--- src/rtl/key_filter_pkg.sv ---
// Shared types and defaults for the key debounce filter.
package key_filter_pkg;

  localparam int unsigned CNT_MAX_DEF  = 999_999;     // 20 ms at 50 MHz, minus one
  localparam int unsigned LONG_MAX_DEF = 49_999_999;  // 1 s at 50 MHz, minus one

  typedef enum logic [1:0] {
    IDLE    = 2'd0,
    FILTER0 = 2'd1,
    DOWN    = 2'd2,
    FILTER1 = 2'd3
  } state_t;

  // Counter width large enough to reach the larger of the two limits
  function automatic int unsigned cnt_width(input int unsigned a, input int unsigned b);
    return $clog2(((a > b) ? a : b) + 1);
  endfunction

endpackage

--- src/rtl/key_sync_edge.sv ---
// Two-flop synchronizer plus an edge register for the raw key input.
// Everything resets to 1 (released) so no edge is seen after reset.
module key_sync_edge (
  input  logic clk,
  input  logic rst_n,
  input  logic key_in,
  output logic level,
  output logic nedge,
  output logic pedge
);

  logic sync1;
  logic sync2;
  logic prev;

  always_ff @(posedge clk or negedge rst_n) begin
    if (!rst_n) begin
      sync1 <= 1'b1;
      sync2 <= 1'b1;
      prev  <= 1'b1;
    end else begin
      sync1 <= key_in;
      sync2 <= sync1;
      prev  <= sync2;
    end
  end

  assign level = sync2;
  assign nedge = prev & ~sync2;
  assign pedge = ~prev & sync2;

endmodule

--- src/rtl/key_filter.sv ---
// Mechanical key debouncer: press/release qualification FSM with flag and level outputs.
// Define KEY_FILTER_LONG_PRESS_EN to build the long-press hold counter driving key_long.
module key_filter
  import key_filter_pkg::*;
#(
  parameter int unsigned CNT_MAX  = CNT_MAX_DEF,
  parameter int unsigned LONG_MAX = LONG_MAX_DEF
) (
  input  logic Clk,
  input  logic Rst_n,
  input  logic key_in,
  output logic key_flag,
  output logic key_state,
  output logic key_long
);

  localparam int unsigned CNT_W = cnt_width(CNT_MAX, LONG_MAX);

  logic             level;
  logic             nedge;
  logic             pedge;
  state_t           state;
  logic [CNT_W-1:0] cnt;

  key_sync_edge u_sync_edge (
    .clk    (Clk),
    .rst_n  (Rst_n),
    .key_in (key_in),
    .level  (level),
    .nedge  (nedge),
    .pedge  (pedge)
  );

  // Qualification FSM; an edge always wins over a completed count
  always_ff @(posedge Clk or negedge Rst_n) begin
    if (!Rst_n) begin
      state     <= IDLE;
      cnt       <= '0;
      key_flag  <= 1'b0;
      key_state <= 1'b1;
    end else begin
      key_flag <= 1'b0;
      case (state)
        IDLE: begin
          if (nedge) begin
            state <= FILTER0;
            cnt   <= '0;
          end
        end
        FILTER0: begin
          if (pedge) begin
            state <= IDLE;
            cnt   <= '0;
          end else if ((cnt == CNT_W'(CNT_MAX)) && !level) begin
            state     <= DOWN;
            cnt       <= '0;
            key_flag  <= 1'b1;
            key_state <= 1'b0;
          end else begin
            cnt <= cnt + CNT_W'(1);
          end
        end
        DOWN: begin
          if (pedge) begin
            state <= FILTER1;
            cnt   <= '0;
          end
        end
        FILTER1: begin
          if (nedge) begin
            state <= DOWN;
            cnt   <= '0;
          end else if ((cnt == CNT_W'(CNT_MAX)) && level) begin
            state     <= IDLE;
            cnt       <= '0;
            key_flag  <= 1'b1;
            key_state <= 1'b1;
          end else begin
            cnt <= cnt + CNT_W'(1);
          end
        end
        default: begin
          state <= IDLE;
          cnt   <= '0;
        end
      endcase
    end
  end

`ifdef KEY_FILTER_LONG_PRESS_EN
  logic [CNT_W-1:0] hold;
  logic             hold_done;

  // Hold timer restarts on every DOWN entry and fires once per press
  always_ff @(posedge Clk or negedge Rst_n) begin
    if (!Rst_n) begin
      hold      <= '0;
      hold_done <= 1'b0;
      key_long  <= 1'b0;
    end else begin
      key_long <= 1'b0;
      if ((state != DOWN) || pedge) begin
        hold      <= '0;
        hold_done <= 1'b0;
      end else if (!hold_done) begin
        if (hold == CNT_W'(LONG_MAX)) begin
          key_long  <= 1'b1;
          hold_done <= 1'b1;
        end else begin
          hold <= hold + CNT_W'(1);
        end
      end
    end
  end
`else
  assign key_long = 1'b0;
`endif

endmodule

--- config.mk ---
export PLATFORM = sky130hd
export DESIGN_NAME = key_filter
export DESIGN_NICKNAME = d
export VERILOG_FILES = /design/src/rtl/key_filter_pkg.sv /design/src/rtl/key_sync_edge.sv /design/src/rtl/key_filter.sv
export SDC_FILE = /design/constraint.sdc
export NUM_CORES = 1
export LEC_CHECK = 0
export ABC_AREA = 1
export BUFFER_PORTS_ARGS = -buffer_cell sky130_fd_sc_hd__buf_2
export CELL_PAD_IN_SITES_DETAIL_PLACEMENT = 0
export CELL_PAD_IN_SITES_GLOBAL_PLACEMENT = 1
export CORE_MARGIN = 8
export CORE_UTILIZATION = 48
export DETAILED_ROUTE_END_ITERATION = 8
export PLACE_DENSITY_LB_ADDON = 0.12
export SYNTH_ARGS = -nofsm -noshare
export SYNTH_HDL_FRONTEND = slang
export SYNTH_SLANG_ARGS = --single-unit
--- constraint.sdc ---
create_clock -name Clk -period 3.7 [get_ports Clk]
set_clock_uncertainty 0.2 [all_clocks]
set_input_delay 0.74 -clock Clk [delete_from_list [all_inputs] [get_ports Clk]]
set_output_delay 0.74 -clock Clk [all_outputs]
set_load 0.01 [all_outputs]
==> summary.log, run 1 <==
[sta] Final Hold Violating Endpoints 0
[global_route] pin count of the biggest net entering global routing 34
[final_layout] top library cells by usage in the layout, fill and taps aside 102 x sky130_fd_sc_hd__nand2_1, 42 x sky130_fd_sc_hd__inv_1, 33 x sky130_fd_sc_hd__nor2_1
[final_layout] area added between synthesis and finish 6.25%
[sta] slew of the pin with the lowest slew margin 0.762 ns
[final_layout] register area 831 sq um
[clocking] number of buffers added by the clock tree synthesis step 5
[yosys] count of yosys warnings during synthesis 0
[setup_path] cell class contributing the biggest share of worst-path delay simple AND/OR/NAND/NOR gates
[clocking] PostCTS Resize Cnt 0
[detailed_routing] via count 1,862
[setup_path] data required time at the worst endpoint 3.68 ns
[detailed_routing] average vias per placed instance 5.06
[sta] Slew Viols, Final 0
[sta] unrepaired setup endpoints after global routing false
[yosys] synthesized instance count 308
[min_path] number of cells on the worst hold path 0
[setup_path] Critical R2R Capture cnt[11]$_DFFE_PN0P_
[setup_path] CP max stage delay 0.37 ns
[sta] highest achievable clock rate 499 MHz
[clocking] CTS hold repair buffers 0
[place] sum of net half-perimeters after detailed placement 3.68 mm
[final_layout] Layout Nets 319
[global_route] initial antenna violation count 0
[floorplan] initial cell density of the core 0.494
[run_status] run status completed
[final_layout] most frequent standard cell in the layout excluding fill and tap cells sky130_fd_sc_hd__nand2_1
[clocking] number of buffers between clock root and the deepest sink 2
[setup_path] endpoint arrival time on the critical path 1.99 ns
[global_route] vias in the first global route 1,779
[sta] normalized max-slew margin 0.492
[yosys] basic-gate share of the synthesized area counting and, or, nand and nor cells 0.395
[global_route] total global-route track usage 0.161
[yosys] arithmetic-cell share of the synthesized area counting full adders, half adders and majority gates 0.00590
[detailed_routing] first-pass iteration count of the detailed router 4
[yosys] Post-Synthesis Cell Area 0.00212 sq mm
[setup_path] kind of critical path register to register
[clocking] Clk Tree Root Cell sky130_fd_sc_hd__clkbuf_8
[yosys] synthesized-area fraction occupied by ao, oa, aoi and oai cells 0.0673
[setup_path] Slowest cell on crit path sky130_fd_sc_hd__dfrtp_1
[setup_path] FF-to-FF path depth 9
[yosys] proportion of synthesized chip area in sequential cells 0.392
[clocking] CTS H-Tree Depth 2
[yosys] combinational family with the most area after synthesis simple AND/OR/NAND/NOR gates
[setup_path] minimum setup slack among reg-to-reg paths 1.69 ns
[yosys] net count after synthesis 312
[setup_path] CP Capture Type register
[clocking] source-to-sink clock delay at the later pin of the worst-skew pair 0.29 ns
[global_route] first-pass GRT wire length 8.33 mm
[sta] min Tclk post-route 2.01 ns
[setup_path] worst path buffer plus inverter count 0
[yosys] Mean Syn Cell Area 6.89 sq um
[yosys] synth unique cells 27
[setup_path] worst reg2reg startpoint cnt[0]$_DFFE_PN0P_
[floorplan] Row Count 24
[detailed_routing] routed wire length per instance 13.2 um
[clocking] CTS tree yes
[yosys] number of synthesized register bits 33
[final_layout] final antenna diode count 0
[place] number of buffers inserted by port buffering 4
[clocking] TritonCTS Sinks 33
[setup_path] cell-by-cell trace of the critical path ha_1, nand2_2, nor2_8, nand2_4, nor2_2, nand3_1, nand2_2, nand2_4, a21o_1
[detailed_routing] Detail Route Antenna Nets 0
[final_layout] final core utilization 0.525
[detailed_routing] detailed-route DRC error count 0
[floorplan] vertical die dimension 82.5 um
[floorplan] num ports 6
[global_route] GR Overflow Total 0
[detailed_routing] Post-Route WL 4.87 mm
[final_layout] multi-input logic area 0.00108 sq mm
[power_and_ir_drop] power density of the placed cells 423 mW/mm^2
[setup_path] kind of start point of the critical path register
[yosys] portion of netlist area occupied by mux cells 0
[sta] fraction of the cycle the final worst path needs 0.542
[yosys] xor and xnor fraction of the mapped netlist area 0.0413
[floorplan] Die Area 0.00680 sq mm
[min_path] WHS Endpoint u_sync_edge.level$_DFF_PN1_
[floorplan] total core area 0.00429 sq mm
[detailed_routing] violation count after the first detailed-routing iteration 81
[final_layout] Filler Cell Count 460
[setup_path] maximum net fanout on the critical path 26
[min_path] HP Class register to register
[final_layout] ratio of cells with drive above 1 in the final layout 0.0886
[power_and_ir_drop] maximum vdd drop 0.191 mV
[run] reported max-cap violation count 0
[power_and_ir_drop] Static Leakage 1.20 nW
[sta] final setup fails 0
[clocking] clock-pin slew of the registers on the worst-case setup and hold paths 0.07 ns
[min_path] worst hold start u_sync_edge.sync1$_DFF_PN1_
[sta] sum of negative setup slack 0 ns
[place] final RePlAce weighted congestion 0.810
[clocking] postcts setup bufs 0
[floorplan] horizontal die dimension 82.5 um
cell usage after synthesis (all sizes together):
cell type,instances,share of area
nand4,9,0.027
a21o,7,0.025
ha,1,0.0059
nor2,37,0.077
buf,5,0.019
dfstp,4,0.050
xor2,10,0.041
a21oi,2,0.0047
nand3,23,0.054
nor3,12,0.028
o21ai,12,0.028
conb,1,0.0018
or2,1,0.0030
dfrtp,29,0.34
nand2,108,0.20
a31oi,1,0.0059
o211ai,1,0.0035
inv,44,0.078
nand3b,1,0.0035
power breakdown:
part           leakage [nW]  switching [W]  total [W]  internal [W]
clock                0.0395       0.000136   0.000270      0.000134
sequential            0.440      0.0000264   0.000415      0.000389
combinational         0.723       0.000200   0.000269     0.0000690
layer usage:
layer / global-route usage / part of all wire / up-vias / wire length [um]
met1: 0.200 / 0.46 / 870 / 2260
met3: 0.0390 / 0.028 / 7 / 134
met5: 0 / 0 / - / 0
li1: - / - / 970 / -
met4: 0.0526 / 0.012 / 0 / 58
met2: 0.266 / 0.50 / 15 / 2410
cells by family (layout without fill, tap and decap cells):
| family | Yosys count | after routing |
|---|---|---|
| AOI/OAI and AO/OA | 23 | 23 |
| xor gates and xnor gates | 10 | 10 |
| other | 1 | 1 |
| and+or+nand+nor | 191 | 191 |
| adders and majority gates | 1 | 1 |
| buffers and inverters | 49 | 57 |
| DFF | 33 | 33 |
registers in the layout, summed over array words and instances, names as in the netlist:
name,count
cnt,26
state,2
key_flag,1
key_state,1
u_sync_edge.level,1
u_sync_edge.prev,1
u_sync_edge.sync1,1
worst max path at each step:
stage,startpoint,endpoint,slack (ns),depth (start not counted)
after detailed placement,u_sync_edge.level$_DFF_PN1_,state[0]$_DFFE_PN0P_,1.67,7
after global routing,u_sync_edge.level$_DFF_PN1_,cnt[15]$_DFFE_PN0P_,1.50,8
after global placement,cnt[0]$_DFFE_PN0P_,cnt[10]$_DFFE_PN0P_,1.67,9
after CTS,u_sync_edge.level$_DFF_PN1_,state[0]$_DFFE_PN0P_,1.65,7
after floorplan,cnt[0]$_DFFE_PN0P_,cnt[7]$_DFFE_PN0P_,1.89,10
final,cnt[0]$_DFFE_PN0P_,cnt[11]$_DFFE_PN0P_,1.69,9
worst reg2reg max path, delay by kind of cell (launching register included):
family	cells	cell delay [ns]
and+or+nand+nor	7	0.90
adders and majority gates	1	0.20
AOI/OAI and AO/OA	1	0.24
DFF	1	0.37
layout make-up:
type | count | share of cell area
multi-input combinational | 226 | 0.481
sequential | 33 | 0.369
inverter | 44 | 0.0733
clock buffer | 8 | 0.0355
tap | 52 | 0.0289
timing repair buffer | 5 | 0.0122
stage by stage:
| stage | hold slack (ns) | instances | area, sq um | worst slack [ns] | power [W] |
|---|---|---|---|---|---|
| 4_1_cts | 0.168 | 368 | 2250 | 1.65 | 0.000969 |
| 6_report | 0.171 | 368 | 2250 | 1.69 | 0.000954 |
| 5_1_grt | 0.175 | 368 | 2250 | 1.50 | 0.00102 |
| 2_1_floorplan | 0.145 | 308 | 2120 | 1.89 | 0.000645 |
| 3_3_place_gp | 0.157 | 360 | 2170 | 1.67 | 0.000699 |
| 3_5_place_dp | 0.159 | 360 | 2170 | 1.67 | 0.000699 |
No activity file was read; power rests on OpenSTA's default activity.
==> inputs of run 2 (changes only) <==
CORE_UTILIZATION = 41   (was 48)
clock period = 1.6 ns   (was 3.7 ns; I/O delays follow)
==> run 2 against run 1 <==
Design area is 40% higher. Combinational power grew to 4.4 times the previous value. The flow now finishes with violations (negative setup slack). Die area is 14% higher. Via count is 20% higher. Sequential power is 130% higher. Clock-buffer cell count stayed put. Largest power group is now combinational cells. Flip-flop and latch count stayed put. Core utilization is 10 points higher. Register-to-register slack worse by 1.9 ns. Clock power is 130% higher.
==> summary.log, run 2 (synthesis gave the netlist of run 1 again) <==
[sta] min Tclk post-route 1.80 ns [-0.204 ns]
[sta] fraction of the cycle the final worst path needs 1.13 [+0.584]
[detailed_routing] via count 2,238 [+20%]
[place] number of buffers inserted by port buffering 4 [unchanged]
[sta] Final Hold Violating Endpoints 0 [unchanged]
[detailed_routing] detailed-route DRC error count 0 [unchanged]
[place] post-placement cell area 0.00283 sq mm [+30%]
[global_route] pin count of the biggest net entering global routing 34 [unchanged]
[power_and_ir_drop] design internal power 0.00166 W [+180%]
[place] final RePlAce weighted congestion 0.862 [+6.4%]
[global_route] initial antenna violation count 0 [unchanged]
[final_layout] Layout Nets 402 [+26%]
[power_and_ir_drop] switching power summed over all nets 0.00113 W [+210%]
[detailed_routing] Post-Route WL 6.22 mm [+28%]
[setup_path] kind of critical path register to register
[floorplan] initial cell density of the core 0.421 [-0.0733]
[detailed_routing] Detail Route Antenna Nets 0 [unchanged]
[detailed_routing] first-pass iteration count of the detailed router 5 [+1]
[setup_path] worst path buffer plus inverter count 1 [+1]
[sta] final worst slack -0.201 ns [-1.90 ns]
[power_and_ir_drop] power density of the placed cells 884 mW/mm^2 [+110%]
[power_and_ir_drop] Sw Ratio 0.406 [+0.0258]
[floorplan] Die Area 0.00773 sq mm [+14%]
[global_route] total global-route track usage 0.178 [+0.0170]
[final_layout] area added between synthesis and finish 49.1%
[sta] unrepaired setup endpoints after global routing true
[setup_path] critical path depth 11 [+2]
[global_route] vias in the first global route 2,245 [+26%]
[global_route] first-pass GRT wire length 10.6 mm [+27%]
[run_status] violated checks negative setup slack
[place] post-placement worst setup slack -0.302 ns [-1.97 ns]
[run_status] run status finished with violations
[run] reported max-cap violation count 0 [unchanged]
[final_layout] final core utilization 0.627 [+0.102]
[setup_path] data required time at the worst endpoint 1.58 ns [-2.10 ns]
[setup_path] CP max stage delay 0.41 ns [+0.04 ns]
[global_route] GR Overflow Total 0 [unchanged]
[place] sum of net half-perimeters after detailed placement 4.36 mm [+19%]
[sta] highest achievable clock rate 555 MHz [+11%]
[floorplan] horizontal die dimension 87.9 um [+6.6%]
[setup_path] cell-by-cell trace of the critical path ha_4, nand2_4, nor2_8, nand2_4, nor2_4, nand3_4, nand2_8, buf_6, nand3_2, nand2_1, nand2_1
[final_layout] final standard cell count with taps included and fillers excluded 469 [+27%]
[clocking] source-to-sink clock delay at the later pin of the worst-skew pair 0.29 ns [about the same]
[power_and_ir_drop] post-route total power 0.00279 W [+190%]
[clocking] TritonCTS Sinks 33 [unchanged]
[setup_path] maximum net fanout on the critical path 5 [-81%]
[clocking] CTS H-Tree Depth 2 [unchanged]
[final_layout] final antenna diode count 0 [unchanged]
[detailed_routing] average vias per placed instance 4.77 [-5.7%]
[min_path] HP Class register to register
[setup_path] kind of start point of the critical path register
[power_and_ir_drop] Seq pwr share 0.347 [-0.088]
[min_path] number of cells on the worst hold path 0 [unchanged]
[floorplan] total core area 0.00504 sq mm [+17%]
[floorplan] vertical die dimension 87.9 um [+6.6%]
[clocking] number of buffers added by the clock tree synthesis step 5 [unchanged]
[sta] final setup fails 30 [+30]
[final_layout] most frequent standard cell in the layout excluding fill and tap cells sky130_fd_sc_hd__nand2_1
[setup_path] endpoint arrival time on the critical path 1.78 ns [-0.21 ns]
[setup_path] cell class contributing the biggest share of worst-path delay simple AND/OR/NAND/NOR gates
[place] placed cell count 455 [+26%]
[floorplan] num ports 6 [unchanged]
[clocking] number of buffers between clock root and the deepest sink 2 [unchanged]
[power_and_ir_drop] Static Leakage 1.66 nW [+38%]
[power_and_ir_drop] part of the total power dissipated in the clock network 0.226 [-0.057]
[final_layout] top library cells by usage in the layout, fill and taps aside 96 x sky130_fd_sc_hd__nand2_1, 76 x sky130_fd_sc_hd__buf_4, 38 x sky130_fd_sc_hd__inv_1
[detailed_routing] routed wire length per instance 13.3 um [+0.27%]
[final_layout] post-route standard cell area excluding fillers 0.00316 sq mm [+40%]
[setup_path] FF-to-FF path depth 11 [+2]
[power_and_ir_drop] Gate power share 0.427 [+0.146]
[final_layout] number of flip-flops in the largest register 26 [unchanged]
[detailed_routing] violation count after the first detailed-routing iteration 101 [+25%]
[clocking] CTS tree yes
[power_and_ir_drop] maximum vdd drop 0.934 mV [+390%]
[setup_path] Slowest cell on crit path sky130_fd_sc_hd__dfrtp_1
[final_layout] register with the highest flop count cnt
[clocking] clock-pin slew of the registers on the worst-case setup and hold paths 0.07 ns [about the same]
[clocking] Clk Tree Root Cell sky130_fd_sc_hd__clkbuf_8
[final_layout] ratio of cells with drive above 1 in the final layout 0.366 [+0.277]
[final_layout] Filler Cell Count 471 [+2.4%]
[setup_path] CP Capture Type register
[floorplan] Row Count 26 [+8.3%]
[final_layout] Regs by FF count cnt: 26 flops, state: 2 flops
[sta] Slew Viols, Final 0 [unchanged]
[run 2: what timing repair did]
item,CTS,global route
pin swaps,11,13
endpoints found under the hold margin,30,0
gates cloned,2,1
hold buffers,2,0
resized for setup,21,21
setup buffers,0,1
setup endpoints to repair,30,30
[run 2: power by group through the flow]
stage | logic [W] | registers (W) | clock network, W
after detailed placement | 0.000899 | 0.000973 | 0
after CTS | 0.00111 | 0.000967 | 0.000646
final | 0.00119 | 0.000968 | 0.000632
after floorplan | 0.000570 | 0.000967 | 0
after global routing | 0.00130 | 0.000976 | 0.000681
after global placement | 0.000882 | 0.000968 | 0
[run 2: final cells by class]
cell class	instances	area, sq um	area share
Multi-Input combinational cell	229	1350	0.425
Sequential cell	33	831	0.263
Clock buffer	8	80.1	0.0253
Timing Repair Buffer	85	653	0.207
Inverter	44	165	0.0522
Tap cell	70	87.6	0.0277
[run 2: metal layers]
metal | global-route usage | part of all wire
met2 | 0.295 | 0.49
met4 | 0.0594 | 0.011
met5 | 0 | 0
met1 | 0.226 | 0.48
met3 | 0.0310 | 0.019
[run 2: stage by stage]
stage | hold slack [ns] | setup TNS (ns)
final | 0.158 | -4.63
after global placement | 0.0921 | -5.46
after detailed placement | 0.0943 | -7.17
after global routing | 0.165 | -7.56
after CTS | 0.160 | -5.28
after floorplan | -0.176 | -3.84
[run 2: worst paths after layout]
check,slack [ns],end,startpoint
hold reg to reg,0.16,u_sync_edge.level$_DFF_PN1_,u_sync_edge.sync1$_DFF_PN1_
setup reg to reg,-0.20,state[1]$_DFFE_PN0P_,cnt[0]$_DFFE_PN0P_
min in group asynchronous,0.31,cnt[3]$_DFFE_PN0P_,Rst_n
setup / recovery,-0.20,state[1]$_DFFE_PN0P_,cnt[0]$_DFFE_PN0P_
hold / removal,0.16,u_sync_edge.level$_DFF_PN1_,u_sync_edge.sync1$_DFF_PN1_
max in group asynchronous,0.63,u_sync_edge.sync1$_DFF_PN1_,Rst_n
==> inputs of run 3 (changes only) <==
CORE_ASPECT_RATIO = 0.8   (was default)
CORE_UTILIZATION = 40   (was 41)
==> run 3 against run 2 <==
The flow still finishes with violations (negative setup slack). Setup slack got worse by 0.0021 ns. Largest cell class unchanged. Wire length increased by 0.55%. Combinational power about the same. First-iteration DRC count decreased by 19%. Worst hold slack improved by 0.0026 ns. Non-clock buffer count increased by 3. Largest power group unchanged. Flip-flop and latch count unchanged.
==> summary.log, run 3 (synthesis gave the netlist of run 1 again) <==
[sta] unrepaired setup endpoints after global routing true
[setup_path] data required time at the worst endpoint 1.58 ns [about the same]
[floorplan] initial cell density of the core 0.419 [-0.00187]
[clocking] Clk Tree Root Cell sky130_fd_sc_hd__clkbuf_8
[detailed_routing] first-pass iteration count of the detailed router 4 [-1]
[floorplan] total core area 0.00506 sq mm [+0.45%]
[sta] sum of negative setup slack -5.25 ns [-0.622 ns]
[place] post-placement worst setup slack -0.321 ns [-0.0193 ns]
[power_and_ir_drop] power density of the placed cells 904 mW/mm^2 [+2.3%]
[run] reported max-cap violation count 0 [unchanged]
[final_layout] most frequent standard cell in the layout excluding fill and tap cells sky130_fd_sc_hd__nand2_1
[sta] final setup fails 30 [unchanged]
[setup_path] CP Capture Type register
[sta] Final Hold Violating Endpoints 0 [unchanged]
[floorplan] Row Count 23 [-12%]
[sta] Slew Viols, Final 0 [unchanged]
[power_and_ir_drop] post-route total power 0.00286 W [+2.4%]
[detailed_routing] Post-Route WL 6.26 mm [+0.55%]
[run_status] violated checks negative setup slack
[final_layout] final antenna diode count 0 [unchanged]
[sta] fraction of the cycle the final worst path needs 1.13 [+0.00130]
[sta] highest achievable clock rate 555 MHz [-0.12%]
[final_layout] register area 831 sq um [unchanged]
[final_layout] number of flip-flops in the largest register 26 [unchanged]
[setup_path] kind of start point of the critical path register
[place] post-placement cell area 0.00284 sq mm [+0.44%]
[final_layout] Layout Nets 405 [+0.75%]
[final_layout] ratio of cells with drive above 1 in the final layout 0.368 [+0.00224]
[floorplan] vertical die dimension 81.1 um [-7.7%]
[floorplan] num ports 6 [unchanged]
[final_layout] register with the highest flop count cnt
[global_route] initial antenna violation count 0 [unchanged]
[global_route] total global-route track usage 0.170 [-0.00805]
[detailed_routing] via count 2,255 [+0.76%]
[clocking] TritonCTS Sinks 33 [unchanged]
[detailed_routing] routed wire length per instance 13.5 um [+1.6%]
[detailed_routing] average vias per placed instance 4.86 [+1.8%]
[place] final RePlAce weighted congestion 0.834 [-3.2%]
[place] number of buffers inserted by port buffering 4 [unchanged]
[clocking] number of buffers added by the clock tree synthesis step 5 [unchanged]
[final_layout] Filler Cell Count 463 [-1.7%]
[final_layout] top library cells by usage in the layout, fill and taps aside 96 x sky130_fd_sc_hd__nand2_1, 79 x sky130_fd_sc_hd__buf_4, 36 x sky130_fd_sc_hd__inv_1
[run_status] run status finished with violations
[final_layout] Regs by FF count cnt: 26 flops, state: 2 flops
[detailed_routing] violation count after the first detailed-routing iteration 82 [-19%]
[power_and_ir_drop] Static Leakage 1.69 nW [+1.6%]
[global_route] GR Overflow Total 0 [unchanged]
[setup_path] maximum net fanout on the critical path 6 [+1]
[floorplan] Die Area 0.00790 sq mm [+2.2%]
[final_layout] area added between synthesis and finish 49.2% [about the same]
[detailed_routing] Detail Route Antenna Nets 0 [unchanged]
[final_layout] multi-input logic area 0.00133 sq mm [-1.5%]
[global_route] pin count of the biggest net entering global routing 22 [-35%]
[setup_path] endpoint arrival time on the critical path 1.78 ns [about the same]
[clocking] CTS tree yes
[clocking] clock-pin slew of the registers on the worst-case setup and hold paths 0.07 ns [about the same]
[final_layout] post-route standard cell area excluding fillers 0.00316 sq mm [about the same]
[sta] min Tclk post-route 1.80 ns [+0.00208 ns]
[power_and_ir_drop] maximum vdd drop 0.629 mV [-33%]
[detailed_routing] detailed-route DRC error count 0 [unchanged]
[setup_path] kind of critical path register to register
[place] sum of net half-perimeters after detailed placement 4.44 mm [+1.9%]
[sta] final worst slack -0.203 ns [-0.00208 ns]
[floorplan] horizontal die dimension 97.4 um [+11%]
[global_route] vias in the first global route 2,306 [+2.7%]
[clocking] number of buffers between clock root and the deepest sink 2 [unchanged]
[global_route] first-pass GRT wire length 10.7 mm [+1.7%]
[clocking] CTS H-Tree Depth 2 [unchanged]
[clocking] source-to-sink clock delay at the later pin of the worst-skew pair 0.29 ns [about the same]
[min_path] HP Class register to register
[run 3: cell count changes in the layout (fill, tap and decap cells not counted)]
cell                       delta
sky130_fd_sc_hd__buf_4        +3
sky130_fd_sc_hd__nand3_1      +3
sky130_fd_sc_hd__nand3_2      -3
sky130_fd_sc_hd__inv_1        -2
sky130_fd_sc_hd__inv_2        +2
sky130_fd_sc_hd__clkbuf_1     -1
sky130_fd_sc_hd__clkbuf_8     +1
sky130_fd_sc_hd__nor3_1       +1
sky130_fd_sc_hd__nor3_2       -1
sky130_fd_sc_hd__o21ai_0      +1
sky130_fd_sc_hd__o21ai_1      -1
[run 3: what timing repair did]
action / 4_1_cts / 5_1_grt
setup buffers: 0 / 2
gates resized for setup: 27 / 12
endpoints found under the hold margin: 9 / 0
endpoints found under the setup margin: 30 / 30
hold buffers: 2 / 0
pin swaps: 15 / 9
cloned: 3 / 0
[run 3: area by class of cell]
type,count,share of cell area
multi-input combinational,229,0.419
sequential,33,0.263
tap,62,0.0245
inverter,44,0.0522
clock buffer,8,0.0285
timing repair buffer,88,0.214
[run 3: worst paths after layout]
| kind | start | endpoint | slack [ns] | depth (start not counted) |
|---|---|---|---|---|
| worst max-delay path | cnt[15]$_DFFE_PN0P_ | cnt[15]$_DFFE_PN0P_ | -0.20 | 10 |
| worst min-delay path | u_sync_edge.sync1$_DFF_PN1_ | u_sync_edge.level$_DFF_PN1_ | 0.16 | 0 |
| worst max register to register | cnt[15]$_DFFE_PN0P_ | cnt[15]$_DFFE_PN0P_ | -0.20 | 10 |
| worst min register to register | u_sync_edge.sync1$_DFF_PN1_ | u_sync_edge.level$_DFF_PN1_ | 0.16 | 0 |
| max in group asynchronous | Rst_n | cnt[9]$_DFFE_PN0P_ | 0.52 | 3 |
| min in group asynchronous | Rst_n | cnt[0]$_DFFE_PN0P_ | 0.26 | 2 |
[run 3: per-stage QoR]
stage / hold slack (ns) / utilization / cells
2_1_floorplan: -0.176 / - / 308
3_3_place_gp: 0.0314 / 0.562 / 450
3_5_place_dp: 0.0351 / 0.562 / 450
4_1_cts: 0.162 / 0.618 / 462
5_1_grt: 0.164 / 0.625 / 464
6_report: 0.161 / 0.625 / 464
[run 3: per-layer routing]
layer,vias to the layer above,track usage,routed length [um]
met5,-,0,0
met4,0,0.0694,144
li1,1152,-,-
met3,16,0.0339,326
met2,49,0.292,2860
met1,1038,0.207,2920
[run 3: critical path, cell delays in order (launching register included)]
cell                      delay, ns
sky130_fd_sc_hd__dfrtp_1       0.38
sky130_fd_sc_hd__inv_1         0.08
sky130_fd_sc_hd__nand2_1       0.06
sky130_fd_sc_hd__nor2_1        0.16
sky130_fd_sc_hd__nand2_1       0.13
sky130_fd_sc_hd__nor2_4        0.16
sky130_fd_sc_hd__nand3_4       0.11
sky130_fd_sc_hd__nand2_8       0.15
sky130_fd_sc_hd__nand2_4       0.11
sky130_fd_sc_hd__nand3_1       0.09
sky130_fd_sc_hd__nand2_1       0.05
[run 3: power breakdown]
group | internal [W] | switching, W
Sequential | 0.000899 | 0.0000678
Clock | 0.000352 | 0.000328
Combinational | 0.000477 | 0.000738
